==> src/rtl/g1_pkg.sv <==
// Shared constants and per-bit debounce state type for the g1 input front end.
package g1_pkg;

    localparam int G1_NBITS    = 4;
    localparam int G1_DB_CNT_W = 8;

    typedef enum logic {
        G1_ST_STABLE   = 1'b0,
        G1_ST_COUNTING = 1'b1
    } g1_db_st_e;

endpackage

==> src/rtl/g1_db_bit.sv <==
// One input line: optional 2-flop synchronizer (G1_SYNC_EN) followed by the
// per-bit debounce FSM. upd_o is high on the edge where x_o will take a new value.
module g1_db_bit
    import g1_pkg::*;
#(
    parameter int DB_CYCLES = 4
) (
    input  logic clk,
    input  logic rst,
    input  logic raw_i,
    output logic x_o,
    output logic upd_o,
    output logic cnt_nz_o
);

    localparam logic [G1_DB_CNT_W-1:0] DB_LAST = G1_DB_CNT_W'(DB_CYCLES - 1);

    logic w_s;

`ifdef G1_SYNC_EN
    logic r_sync_p0;
    logic r_sync_p1;

    always_ff @(posedge clk or posedge rst) begin
        if (rst) begin
            r_sync_p0 <= 1'b0;
            r_sync_p1 <= 1'b0;
        end else begin
            r_sync_p0 <= raw_i;
            r_sync_p1 <= r_sync_p0;
        end
    end

    assign w_s = r_sync_p1;
`else
    assign w_s = raw_i;
`endif

    g1_db_st_e              r_state;
    logic [G1_DB_CNT_W-1:0] r_cnt;
    logic                   r_x;
    logic                   w_diff;
    logic                   w_upd;

    assign w_diff = (w_s != r_x);
    // A single-cycle debounce commits straight from STABLE; otherwise only the last count commits.
    assign w_upd  = w_diff && (((r_state == G1_ST_STABLE) && (DB_CYCLES == 1)) ||
                               ((r_state == G1_ST_COUNTING) && (r_cnt == DB_LAST)));

    always_ff @(posedge clk or posedge rst) begin
        if (rst) begin
            r_state <= G1_ST_STABLE;
            r_cnt   <= '0;
            r_x     <= 1'b0;
        end else begin
            case (r_state)
                G1_ST_STABLE: begin
                    if (w_upd) begin
                        r_x <= w_s;
                    end else if (w_diff) begin
                        r_state <= G1_ST_COUNTING;
                        r_cnt   <= G1_DB_CNT_W'(1);
                    end
                end
                G1_ST_COUNTING: begin
                    if (!w_diff || w_upd) begin
                        r_state <= G1_ST_STABLE;
                        r_cnt   <= '0;
                        if (w_upd) begin
                            r_x <= w_s;
                        end
                    end else begin
                        r_cnt <= r_cnt + G1_DB_CNT_W'(1);
                    end
                end
                default: begin
                    r_state <= G1_ST_STABLE;
                    r_cnt   <= '0;
                end
            endcase
        end
    end

    assign x_o      = r_x;
    assign upd_o    = w_upd;
    assign cnt_nz_o = (r_cnt != '0);

endmodule

==> src/rtl/g1_input_debounce.sv <==
// Four-line debounce front end for the g1 encoder x input; chg pulses once per
// update edge. Build macro G1_SYNC_EN inserts a 2-flop synchronizer per line.
module g1_input_debounce
    import g1_pkg::*;
#(
    parameter int DB_CYCLES = 4
) (
    input  logic                clk,
    input  logic                rst,
    input  logic [G1_NBITS-1:0] raw,
    output logic [G1_NBITS-1:0] x,
    output logic                chg,
    output logic                busy
);

    logic [G1_NBITS-1:0] w_upd;
    logic [G1_NBITS-1:0] w_cnt_nz;
    logic                r_chg;

    for (genvar gi = 0; gi < G1_NBITS; gi++) begin : g_bit
        g1_db_bit #(
            .DB_CYCLES(DB_CYCLES)
        ) u_bit (
            .clk      (clk),
            .rst      (rst),
            .raw_i    (raw[gi]),
            .x_o      (x[gi]),
            .upd_o    (w_upd[gi]),
            .cnt_nz_o (w_cnt_nz[gi])
        );
    end

    // Registered alongside x so the pulse lands on the same edge as the new word.
    always_ff @(posedge clk or posedge rst) begin
        if (rst) begin
            r_chg <= 1'b0;
        end else begin
            r_chg <= |w_upd;
        end
    end

    assign chg  = r_chg;
    assign busy = |w_cnt_nz;

endmodule

==> config.mk <==
export PLATFORM = sky130hd
export DESIGN_NAME = g1_input_debounce
export DESIGN_NICKNAME = d
export VERILOG_FILES = /design/src/rtl/g1_pkg.sv /design/src/rtl/g1_db_bit.sv /design/src/rtl/g1_input_debounce.sv
export SDC_FILE = /design/constraint.sdc
export NUM_CORES = 1
export LEC_CHECK = 0
export ABC_AREA = 1
export ABC_CLOCK_PERIOD_IN_PS = 1200
export BUFFER_PORTS_ARGS = -buffer_cell sky130_fd_sc_hd__buf_2
export CORE_ASPECT_RATIO = 0.7
export CORE_UTILIZATION = 55
export CTS_CLUSTER_DIAMETER = 30
export DETAILED_ROUTE_END_ITERATION = 7
export PLACE_DENSITY = 0.76
export SYNTH_ARGS = -nofsm -noshare
export SYNTH_HDL_FRONTEND = slang
export SYNTH_SLANG_ARGS = --single-unit
==> constraint.sdc <==
create_clock -name clk -period 1.2 [get_ports clk]
set_input_delay 0.06 -clock clk [delete_from_list [all_inputs] [get_ports clk]]
set_output_delay 0.06 -clock clk [all_outputs]
set_load 0.02 [all_outputs]
* After elaboration in Yosys (flattened, before gate mapping)
Cells that the tools add are included.
** Cells by class
- Add/subtract/negate cells :: 4
- $lt $le $gt $ge :: 0
- Equality and inequality tests :: 20
- Muxes and demuxes :: 44
- $mul :: 0
- Reductions and logical operators :: 26
- Divide/modulo/power cells :: 0
- Bitwise gates (word level) :: 4
- Shift-type cells :: 0
** Operators with widths (number)
- $mux 8 :: 12
- $pmux 8 s2 :: 4
- $add 8x1->8 const B :: 4
- $eq 8x2->1 const B :: 4
- $reduce_bool 8->1 :: 4
- $mux 1 :: 20
- $ne 2x2->1 const B :: 8
- $pmux 1 s2 :: 8
- $logic_and 1x1->1 :: 8
- $ne 2x1->1 const B :: 4
- $reduce_and 2->1 :: 4
- $reduce_or 4->1 :: 2
- $logic_not 1->1 :: 4
- $logic_or 1x1->1 :: 4
- $ne 1x1->1 :: 4
- $not 1->1 :: 4
** Word-level totals
- RAM bits :: 0
- Bits in read-only memories :: 0
- Input port bits :: 6
- Flip-flop bits (word level) :: 41
- Latch bits :: 0
- Memories kept :: 0
- Output and inout bits :: 6

* Depth between registers and ports, before layout
Gate-level depths: netlist of run 1.
- Depth after elaboration :: 6
- Mapped depth :: 8
- Mapped depth without buffers :: 8

* By module
Synthesis of run 1 repeated with hierarchy kept, for this count alone.
** Second synthesis, totals
- Cells, all modules :: 352
- Area total of the unflattened synthesis :: 2513.7 um^2
** Modules (own cells, without submodules)
- g1_db_bit :: cells an instance 86, sequential area each 250.2 um^2, instances 4, area an instance 615.6 um^2
- g1_input_debounce :: cells an instance 8, sequential area each 25.0 um^2, instances 1, area an instance 51.3 um^2

* Worst setup path after synthesis of run 1
OpenSTA, ideal clock, no wires.
- Path kind :: reg2reg
- From :: register g_bit[0].u_bit.r_cnt[1]
- To :: register g_bit[0].u_bit.r_cnt[6]
- Data required time :: 1.084 ns
- Arrival :: 1.079 ns
- Setup slack :: 0.005 ns
- Period minus slack after synthesis :: 1.195 ns
- Cell stages (with the launch flop) :: 9
- Cells stage by stage :: dfrtp_1 ha_1 nand2_1 nor2_1 nand2_2 nand2_2 inv_1 nand2_1 nand2_1
** Between the ends
- Cells in the longest elaborated chain, start to end :: 6
- Elaborated cells on any way between the ends :: 9
- Classes of those cells :: 1 x add/sub; 2 x eq/ne; 2 x mux; 4 x reduce/logical
** Ends and longest elaborated chain
- start, declared :: line g1_db_bit.sv:40 : logic [G1_DB_CNT_W-1:0] r_cnt;
- start signal, assigned :: line g1_db_bit.sv:73 : r_cnt <= r_cnt + G1_DB_CNT_W'(1);
- branches (longest 6 deep; another with $add 8x1->8)
Parallel ways; which one is timed is not known.
A chain may end at the register's enable or synchronous reset.

* Worst setup path in the final report of run 1
- From :: register g_bit[3].u_bit.r_cnt[1]
- To :: output busy
** Between the ends
- Cells in the longest elaborated chain, start to end :: 2
** Ends and longest elaborated chain
- start, declared :: line g1_db_bit.sv:40
- start signal, assigned :: line g1_db_bit.sv:73
- $reduce_bool 8->1 :: line g1_db_bit.sv:86 : assign cnt_nz_o = (r_cnt != '0);
- $reduce_or 4->1 :: line g1_input_debounce.sv:43 : assign busy = |w_cnt_nz;
- end, declared :: line g1_input_debounce.sv:13 : output logic busy
Every way passes these cells.

==> results of run 1 <==
## power groups by stage
| stage | combinational, mW | sequential [mW] | clock, mW |
|---|---|---|---|
| 6_report | 2.83 | 2.01 | 0.968 |
| 5_1_grt | 3.09 | 2.05 | 1.03 |
| 4_1_cts | 2.50 | 1.98 | 0.980 |
| 3_5_place_dp | 2.23 | 1.99 | 0 |
| 3_3_place_gp | 2.18 | 1.97 | 0 |
| 2_1_floorplan | 1.41 | 1.99 | 0 |
## worst min-delay path, stage by stage
cell,delay [ns]
buf_2,0.14
nand2_2,0.06
nand2_1,0.04
## worst paths after layout
path / cells after the start / slack [ns] / start / endpoint
hold reg to reg: 1 / 0.50 / g_bit[2].u_bit.r_state / g_bit[2].u_bit.r_cnt[0]
min in group asynchronous: 4 / 0.34 / rst / g_bit[0].u_bit.r_cnt[5]
hold / removal: 3 / 0.02 / raw[1] / g_bit[1].u_bit.x_o
setup / recovery: 6 / -0.32 / g_bit[3].u_bit.r_cnt[1] / busy
max in group asynchronous: 4 / 0.63 / rst / g_bit[1].u_bit.r_cnt[2]
setup reg to reg: 8 / -0.25 / g_bit[3].u_bit.r_cnt[1] / g_bit[3].u_bit.r_cnt[6]
## sequential cells by signal, summed over array words and instances (netlist names)
name,cells
g_bit.u_bit.x_o,4
g_bit.u_bit.r_cnt,32
g_bit.u_bit.r_state,4
chg,1
## metrics by stage
stage          setup TNS [ns]  area [µm²]  cells  total power [mW]
2_1_floorplan               0        2450    345              3.40
3_3_place_gp           -0.746        2850    443              4.15
3_5_place_dp            -2.32        2850    443              4.22
4_1_cts                 -2.22        3070    454              5.46
5_1_grt                 -6.21        3230    458              6.17
6_report                -3.36        3230    458              5.81
## metal layers
layer | wire length [µm] | GRT usage | vias up
met5 | 0 | 0 | -
met4 | 147 | 0.120 | 0
met3 | 285 | 0.0504 | 17
met2 | 2880 | 0.432 | 83
met1 | 2850 | 0.380 | 1149
li1 | - | - | 1186
## cells in the final DEF, fill, tap and decap left out, types with 4 or more instances in the layout
cell type / count
buf_4: 44
nor2_2: 6
nand2_2: 12
nand2_4: 5
xnor2_1: 6
inv_1: 47
o22ai_1: 5
o21bai_1: 4
dfrtp_1: 39
o21ai_1: 9
ha_1: 5
buf_2: 10
clkbuf_8: 6
nor2_1: 29
o21ai_2: 10
nand2_1: 103
nand3_1: 16
inv_2: 5
nand4_1: 7
nor2_4: 5
buf_6: 4
xor2_1: 6
o21ai_0: 6
## what timing repair did
item / 4_1_cts / 5_1_grt
setup endpoints to repair: 36 / 42
hold buffers: 1 / 0
buffers inserted: 3 / 4
resized for setup: 26 / 48
pin swaps: 4 / 18
endpoints found under the hold margin: 41 / 0
## final cells by class
class	instances	area share
clock inverters	1	0.00232
clock buffers	6	0.0256
multi-input cells	246	0.432
flip-flops and latches	41	0.318
repair buffers	60	0.141
inverters	52	0.0604
well taps	52	0.0201
## cells by family after synthesis
logic type / after synthesis
compound gates: 38
xor+xnor: 13
flops: 41
buf+inv: 58
fa+ha+maj: 8
simple gates: 187
==> out/metrics.csv, run 1 <==
stage,metric,value,unit
detailed_routing,ant_nets,0,
grt,grt.total_usage,0.277,
status,outcome,"complete, but fails checks",
synth,synth_async_sr_flop_share,1.00,
detailed_routing,vias,2435,
detailed_routing,totalWireLength,6160,µm
clock_network,clk_pin_slew_worst_paths,0.08,ns
clock_network,root_buffer,clkbuf_8,
clock_network,tritoncts,done,
setup_path,critPathMaxStageDelay,0.45,ns
setup_path,cpMostUsedCell,nand4_1,
placed_design,pre_cts_ws,-0.146,ns
flow_run,drv_cap,0,
synth,synthFlopType,dfrtp_1,
placed_design,io_buffers,11,
setup_path,path_max_fanout,5,
grt,overflow,0,
sta,whs,0.0235,ns
final_layout,fillerInstances,270,
setup_path,path_buf_inv,2,
floorplanning,die_area,4720,µm²
sta,setup_viol,36,
synth,synth_cell_types,19,
floorplanning,fp.coreArea,4090,µm²
sta,timing.final.crit_share,1.26,
clock_network,clock_latency,0.30,ns
detailed_routing,drc_errors,0,
sta,setup_slack,-0.317,ns
synth,synth_edf_count,0,
detailed_routing,post_drt_wl_per_cell,13.4,µm
synth,ys_warn_count,0,
sta,min_period,1.52,ns
floorplanning,row_count,19,
power,power_frac_seq,0.346,
grt,antenna_found_initial,0,
setup_path,crit_arrival,1.46,ns
power,pwr-share-clk,0.167,
power,peakVddDrop,1510,µV
setup_path,end_kind,primary output,
grt,grt_pass1_wl,9780,µm
synth,synth-simple-area-share,0.313,
power,power.share.switching,0.424,
synth,synth_fa_ha_area_frac,0.0409,
setup_path,slowest_stage,dfrtp_1,
synth,yosysTopAreaCell,dfrtp_1,
synth,ys_seq_area_frac,0.419,
final_layout,nets,420,
detailed_routing,viasPerCell,5.32,
synth,muxShareOfSynthArea,0,
sta,rsz0062_at_grt,yes,
placed_design,hpwl,3840,µm
detailed_routing,dr.pass1.iters,5,
final_layout,seq_area,1030,µm²
final_layout,layout-drive-gt1-share,0.296,
sta,hold_violations,0,
floorplanning,ios,12,
synth,synth-compound-area-share,0.0844,
synth,synth_top_family_by_area,simple AND/OR/NAND/NOR gates,
final_layout,area_growth,32.1,%
setup_path,crit_type,flop to primary output,
synth,syn_nets,359,
synth,synth.avg_cell_area,7.09,µm²
power,combPwrFrac,0.487,
status,violations,negative setup slack,
synth,yosysMostFrequentCell,nand2_1,
setup_path,cpLargestDelayFamily,flip-flops,
floorplanning,dieWidth,81.7,µm
synth,ys_ff_latch,41,
final_layout,multiInputGateArea,1400,µm²
power,p_int,3.35,mW
final_layout,final_util,0.790,
hold_path,hp-class,input port to flop,
synth,syn_inst,345,
synth,synthTopCellsByArea,"dfrtp_1 42%, nand2_1 18%, inv_1 8.0%",
setup_path,crit_path_start_kind,flop,
sta,maxSlewHeadroom,0.802,
clock_network,clockBufferDepth,2,
setup_path,worstPathCellList,"inv_1, ha_1, nand4_1, nor2_1, nand4_1, buf_4",
clock_network,h-tree-depth,2,
power,p_per_area,1800,nW/µm²
clock_network,numCtsBuffers,5,
grt,first_global_vias,2258,
floorplanning,start_util,0.598,
detailed_routing,first_iter_violations,215,
floorplanning,die_y,57.8,µm
setup_path,cp.required,1.14,ns
final_layout,n_antenna_cell,0,
sta,fin_skew,0.00923,ns
sta,worst_slew_pin_slew,0.294,ns
synth,synth_area,2450,µm²
synth,ys_top_cells_by_count,"117 x nand2_1, 52 x inv_1, 41 x dfrtp_1, 39 x nor2_1, 18 x nand3_1",
sta,finalMaxSlewViolations,0,
power,p_sw,2.46,mW
synth,netlist.area_leader.share,0.419,
power,p_leak,1.63,nW
clock_network,cts.sinks,41,
grt,grt_max_degree,42,
placed_design,place_congestion,0.851,
synth,synth_xor_area_frac,0.0465,
sta,timing.fmax,0.659,GHz
Note: power is estimated with default switching activity, not from simulation.
==> run 2, diff against run 1 <==
==> constraint.sdc (replaced) <==
create_clock -name clk -period 1.2 [get_ports clk]
set_input_delay 0.12 -clock clk [delete_from_list [all_inputs] [get_ports clk]]
set_output_delay 0.12 -clock clk [all_outputs]
set_load 0.02 [all_outputs]
==> run 2 against run 1 <==
Net effect: the run still ends with negative setup slack left; die area is the same; power grew 16%; clock-buffer cell count shrank 1; design area grew 6.3%; register-to-register slack lost 0.07 ns; highest routed layer unchanged.
==> out/metrics.csv, run 2 (synthesis gave the netlist of run 1 again) <==
stage,metric,value,unit,change
status,outcome,"complete, but fails checks",,
detailed_routing,ant_nets,0,,unchanged
clock_network,h-tree-depth,2,,unchanged
floorplanning,row_count,19,,unchanged
power,power.share.switching,0.407,,-0.0169
sta,maxSlewHeadroom,0.778,,-0.0240
floorplanning,ios,12,,unchanged
power,pwr-share-clk,0.202,,+0.035
grt,grt_max_degree,42,,unchanged
setup_path,end_kind,primary output,,
setup_path,path_max_fanout,2,,-3
power,peakVddDrop,1780,µV,+18%
setup_path,crit_arrival,1.44,ns,-0.02 ns
clock_network,numCtsBuffers,5,,unchanged
setup_path,r2r_slack,-0.32,ns,-0.07 ns
placed_design,hpwl,3820,µm,-0.45%
sta,rsz0062_at_grt,yes,,
final_layout,layout-drive-gt1-share,0.340,,+0.0441
grt,overflow,0,,unchanged
setup_path,cp.required,1.08,ns,-0.06 ns
setup_path,r2r_cells,10,,+2
power,p_sw,2.74,mW,+11%
sta,timing.fmax,0.641,GHz,-2.8%
sta,fin_skew,0.00590,ns,-0.00332 ns
final_layout,largest_reg_flops,32,,unchanged
hold_path,hp-start,raw[3],,
grt,first_global_vias,2189,,-3.1%
power,power_frac_seq,0.296,,-0.050
sta,setup_viol,40,,+11%
placed_design,place_congestion,0.848,,-0.40%
clock_network,clockBufferDepth,2,,unchanged
setup_path,crit_type,flop to primary output,,
clock_network,tritoncts,done,,
floorplanning,die_y,57.8,µm,unchanged
setup_path,rr_startpoint,g_bit[1].u_bit.r_cnt[0],,
detailed_routing,dr.pass1.iters,5,,unchanged
floorplanning,dieWidth,81.7,µm,unchanged
clock_network,root_buffer,clkbuf_8,,
power,combPwrFrac,0.502,,+0.015
sta,setup_slack,-0.361,ns,-0.0440 ns
sta,hold_violations,0,,unchanged
final_layout,area_growth,40.4,%,
detailed_routing,totalWireLength,6570,µm,+6.6%
sta,timing.final.crit_share,1.30,,+0.0367
final_layout,stdcell_area,3430,µm²,+6.3%
final_layout,nets,431,,+2.6%
final_layout,n_antenna_cell,0,,unchanged
status,violations,negative setup slack,,
clock_network,clk_pin_slew_worst_paths,0.08,ns,about the same
placed_design,place_area,2870,µm²,+0.79%
placed_design,pre_cts_ws,-0.131,ns,+0.0152 ns
sta,min_period,1.56,ns,+0.0440 ns
sta,finalMaxSlewViolations,0,,unchanged
hold_path,min_path_cells,3,,unchanged
final_layout,mostFrequentLayoutCells,"106 x nand2_1, 53 x buf_4, 42 x inv_1, 41 x dfrtp_1, 27 x nor2_1",,
floorplanning,start_util,0.598,,unchanged
clock_network,cts.sinks,41,,unchanged
final_layout,final_common_cell,nand2_1,,
detailed_routing,vias,2468,,+1.4%
grt,grt.total_usage,0.272,,-0.00512
detailed_routing,drc_errors,0,,unchanged
power,p_int,3.99,mW,+19%
detailed_routing,first_iter_violations,160,,-26%
floorplanning,fp.coreArea,4090,µm²,unchanged
clock_network,clock_latency,0.31,ns,about the same
floorplanning,die_area,4720,µm²,unchanged
flow_run,drv_cap,0,,unchanged
setup_path,crit_path_start_kind,flop,,
final_layout,regMostFlops,g_bit.u_bit.r_cnt,,
detailed_routing,viasPerCell,5.25,,-1.2%
sta,worst_slew_pin_slew,0.332,ns,+0.0377 ns
power,p_leak,1.73,nW,+5.9%
placed_design,io_buffers,11,,unchanged
grt,grt_pass1_wl,9470,µm,-3.3%
grt,antenna_found_initial,0,,unchanged
power,p_per_area,1960,nW/µm²,+9.0%
hold_path,hp-class,input port to flop,,
setup_path,setup.worst_path.start,g_bit[1].u_bit.r_cnt[0],,
detailed_routing,post_drt_wl_per_cell,14.0,µm,+3.9%
run 2: cell types whose count changed in the layout (fill, tap and decap cells not counted), sizes merged:
cell      before  now
clkinv         0    1
clkbuf         6    5
buf           59   70
clkinvlp       1    0
bufinv         0    2
run 2: cell type report:
class                           count  area (µm²)
Clock inverter                      3        65.1
Fill cell                         210         656
Timing Repair Buffer               71         546
Multi-Input combinational cell    246        1470
Clock buffer                        5        68.8
Sequential cell                    41        1030
Inverter                           52         195
Tap cell                           52        65.1
run 2: metrics by stage:
stage / power (mW) / util / setup TNS [ns] / cells / hold slack (ns)
2_1_floorplan: 3.40 / - / 0 / 345 / 0.237
4_1_cts: 5.97 / 0.774 / -2.46 / 462 / 0.0601
5_1_grt: 7.10 / 0.840 / -8.08 / 470 / 0.0743
6_report: 6.73 / 0.840 / -5.40 / 470 / 0.0590
3_5_place_dp: 4.29 / 0.702 / -1.76 / 446 / 0.216
3_3_place_gp: 4.23 / 0.702 / -1.14 / 446 / 0.192
run 2: worst max-delay path, cell delays in order, from the launching register on:
cell and delay (ns):
dfrtp_1 0.40, inv_1 0.09, ha_1 0.17, nand4_1 0.12, nor2_1 0.11, nand4_1 0.10, buf_6 0.15
run 2: final timing paths:
kind,end
max in group asynchronous,g_bit[1].u_bit.r_cnt[7]
max reg2reg,g_bit[1].u_bit.r_cnt[1]
max,busy
min,g_bit[3].u_bit.x_o
min reg2reg,g_bit[2].u_bit.r_cnt[0]
min in group asynchronous,g_bit[3].u_bit.r_cnt[4]
run 2: timing repair:
item | CTS | global route
endpoints found under the hold margin | 41 | 0
pin swaps | 7 | 24
buffers inserted | 7 | 9
endpoints found under the setup margin | 35 | 42
gates resized for setup | 31 | 64
hold buffers | 1 | 0
run 2: metal layers:
| metal | share of wire | routed length (µm) | up-vias | global-route usage |
|---|---|---|---|---|
| met5 | 0 | 0 | - | 0 |
| met4 | 0.035 | 228 | 0 | 0.133 |
| met3 | 0.057 | 372 | 19 | 0.0551 |
| met2 | 0.46 | 3040 | 96 | 0.425 |
| met1 | 0.45 | 2930 | 1134 | 0.362 |
| li1 | - | - | 1219 | - |
run 2: power groups by stage:
stage	clock [mW]	combinational, mW	sequential (mW)
floorplan	0	1.41	1.99
global placement	0	2.25	1.97
detailed placement	0	2.30	1.99
CTS	1.37	2.65	1.95
global route	1.43	3.64	2.04
finish	1.36	3.38	1.99
==> run 3, diff against run 2 <==
Settings changed: ABC_AREA 1 to 0.
==> run 3 against run 2 <==
Net effect: the run still ends with negative setup slack left; register-to-register slack got worse by 0.56 ns; clock power shrank 13%; combinational power is 23% higher; non-clock buffer count grew 40; synthesized cell count down 31%; critical path type unchanged; critical endpoint unchanged.
==> out/metrics.csv, run 3 <==
stage,metric,value,unit,change
power,combPwrFrac,0.569,,+0.067
synth,synth_edf_count,0,,unchanged
setup_path,crit_arrival,2.00,ns,+0.56 ns
synth,ys_top_cells_by_count,"41 x dfrtp_1, 21 x nand2_1, 18 x nand3_1, 17 x a31oi_1",,
status,outcome,"complete, but fails checks",,
setup_path,critPathMaxStageDelay,0.55,ns,+0.15 ns
floorplanning,die_area,4470,µm²,-5.4%
grt,grt_max_degree,42,,unchanged
clock_network,clk_pin_slew_worst_paths,0.09,ns,about the same
sta,timing.fmax,0.472,GHz,-26%
clock_network,cts.sinks,41,,unchanged
detailed_routing,vias,2663,,+7.9%
synth,synthFlopType,dfrtp_1,,
floorplanning,fp.coreArea,3970,µm²,-2.9%
placed_design,dp_cells,367,,-18%
synth,yosysMostFrequentCell,dfrtp_1,,
final_layout,largest_reg_flops,32,,unchanged
final_layout,mostFrequentLayoutCells,"85 x buf_4, 41 x dfrtp_1, 16 x nand2_1, 14 x a31oi_1, 13 x buf_6",,
setup_path,end_kind,primary output,,
power,peakVddDrop,1410,µV,-21%
setup_path,crit_type,flop to primary output,,
power,power.share.switching,0.412,,+0.00455
power,pwr-share-clk,0.163,,-0.039
synth,ys_warn_count,0,,unchanged
clock_network,tritoncts,done,,
synth,ys_ff_latch,41,,unchanged
final_layout,final_common_cell,buf_4,,
sta,timing.final.crit_share,1.76,,+0.464
setup_path,crit_path_start_kind,flop,,
placed_design,pre_cts_ws,-0.612,ns,-0.481 ns
sta,hold_violations,0,,unchanged
final_layout,n_antenna_cell,0,,unchanged
final_layout,multiInputGateArea,1580,µm²,+7.4%
floorplanning,die_y,56.2,µm,-2.7%
sta,setup_slack,-0.917,ns,-0.556 ns
setup_path,path_max_fanout,2,,unchanged
final_layout,layout-drive-gt1-share,0.513,,+0.173
sta,finalMaxSlewViolations,0,,unchanged
sta,rsz0062_at_grt,yes,,
sta,fin_skew,0.0131,ns,+0.00719 ns
final_layout,final_util,0.931,,+0.0910
placed_design,hpwl,4290,µm,+12%
setup_path,path_buf_inv,2,,unchanged
detailed_routing,viasPerCell,6.67,,+27%
detailed_routing,drc_errors,0,,unchanged
clock_network,root_buffer,clkbuf_8,,
grt,antenna_found_initial,0,,unchanged
sta,maxSlewHeadroom,0.609,,-0.170
sta,worst_slew_pin_slew,0.585,ns,+0.253 ns
final_layout,fillerInstances,126,,-40%
flow_run,drv_cap,0,,unchanged
final_layout,seq_area,1030,µm²,unchanged
synth,ys_seq_area_frac,0.444,,+0.0248
final_layout,area_growth,60.0,%,
power,p_int,4.31,mW,+8.1%
synth,netlist.area_leader.share,0.444,,+0.0248
floorplanning,row_count,19,,unchanged
clock_network,h-tree-depth,2,,unchanged
detailed_routing,post_drt_wl_per_cell,22.9,µm,+64%
floorplanning,dieWidth,79.5,µm,-2.8%
detailed_routing,ant_nets,0,,unchanged
power,p_per_area,1980,nW/µm²,+1.2%
sta,min_period,2.12,ns,+0.556 ns
clock_network,clock_latency,0.30,ns,about the same
synth,syn_nets,253,,-30%
sta,whs,0.103,ns,+0.0436 ns
synth,synth_area,2310,µm²,-5.6%
synth,synth.avg_cell_area,9.66,µm²,+36%
synth,synth_cell_types,48,,+29
detailed_routing,totalWireLength,9140,µm,+39%
grt,grt_pass1_wl,10900,µm,+15%
power,p_sw,3.02,mW,+10%
floorplanning,ios,12,,unchanged
placed_design,io_buffers,11,,unchanged
synth,yosysTopAreaCell,dfrtp_1,,
grt,first_global_vias,2335,,+6.7%
final_layout,nets,360,,-16%
setup_path,cp.required,1.08,ns,about the same
final_layout,fin_cells,399,,-15%
floorplanning,start_util,0.582,,-0.0164
final_layout,regMostFlops,g_bit.u_bit.r_cnt,,
synth,synthTopCellsByArea,"dfrtp_1 44%, a31oi_1 4.6%, ha_1 4.3%",,
clock_network,numCtsBuffers,5,,unchanged
power,p_leak,1.76,nW,+1.6%
detailed_routing,first_iter_violations,211,,+32%
detailed_routing,dr.pass1.iters,5,,unchanged
sta,setup_viol,42,,+5.0%
status,violations,negative setup slack,,
sta,setup-tns-final,-20.44,ns,-15.04 ns
setup_path,worstPathCellList,"or4_4, nor3_4, buf_6, and4_1, nand2_1, buf_2",,
clock_network,clockBufferDepth,2,,unchanged
synth,syn_inst,239,,-31%
grt,grt.total_usage,0.318,,+0.0460
power,power_frac_seq,0.269,,-0.027
hold_path,hp-class,input port to flop,,
synth,synth_async_sr_flop_share,1.00,,unchanged
setup_path,slowest_stage,or4_4,,
placed_design,place_congestion,0.833,,-1.8%
grt,overflow,0,,unchanged
setup_path,cpLargestDelayFamily,simple AND/OR/NAND/NOR gates,,
run 3: cell count changes after synthesis, sizes merged, moves of 6 or more:
cell    delta
o21ai     -16
nand2     -99
nor2      -29
a31oi     +17
nand4      -6
inv       -41
and3       +8
clkbuf     +6
nand2b     +6
a22o       +8
run 3: cells by family after synthesis:
group / share of synthesized area
simple gates: 0.210
xor+xnor: 0.0455
buf+inv: 0.0455
flops: 0.444
compound gates: 0.192
mux: 0.0195
fa+ha+maj: 0.0433
run 3: repair_timing:
| action | in CTS | in global routing |
|---|---|---|
| pin swaps | 17 | 15 |
| resized for setup | 32 | 34 |
| hold buffers | 1 | 0 |
| hold endpoints to repair | 41 | 0 |
| setup buffers | 11 | 15 |
| endpoints found under the setup margin | 42 | 42 |
run 3: power groups by stage:
stage | Clock (mW) | Combinational (mW) | Sequential [mW]
2_1_floorplan | 0 | 1.69 | 1.94
3_3_place_gp | 0 | 2.86 | 1.90
3_5_place_dp | 0 | 2.98 | 1.92
4_1_cts | 1.18 | 3.43 | 1.91
5_1_grt | 1.26 | 4.37 | 1.98
6_report | 1.19 | 4.17 | 1.97
run 3: final timing paths:
path,depth (start not counted),start,slack [ns],to
max,6,g_bit[0].u_bit.r_cnt[5],-0.92,busy
min,2,raw[3],0.10,g_bit[3].u_bit.x_o
max reg2reg,6,g_bit[0].u_bit.r_cnt[5],-0.88,g_bit[0].u_bit.r_cnt[6]
min reg2reg,2,g_bit[0].u_bit.r_cnt[7],0.58,g_bit[0].u_bit.r_cnt[7]
max in group asynchronous,4,rst,0.54,g_bit[2].u_bit.r_cnt[6]
min in group asynchronous,4,rst,0.43,g_bit[3].u_bit.r_cnt[2]
run 3: through the flow:
step                total power [mW]  cell area, µm²
global route                    7.61            3690
detailed placement              4.90            3090
CTS                             6.52            3410
floorplan                       3.63            2480
finish                          7.33            3690
global placement                4.76            3090
run 3: layout make-up:
class | count | share of cell area
sequential | 41 | 0.278
inverter | 11 | 0.0112
tap | 52 | 0.0176
multi-input combinational | 176 | 0.427
timing repair buffer | 111 | 0.235
clock inverter | 1 | 0.00813
clock buffer | 7 | 0.0234
run 3: per-layer routing:
layer  vias to the layer above  GRT usage  routed length [µm]
li1                       1098          -                   -
met1                      1286      0.438                3350
met2                       224      0.504                4510
met3                        55     0.0656                 882
met4                         0     0.0935                 390
met5                         -          0                   0
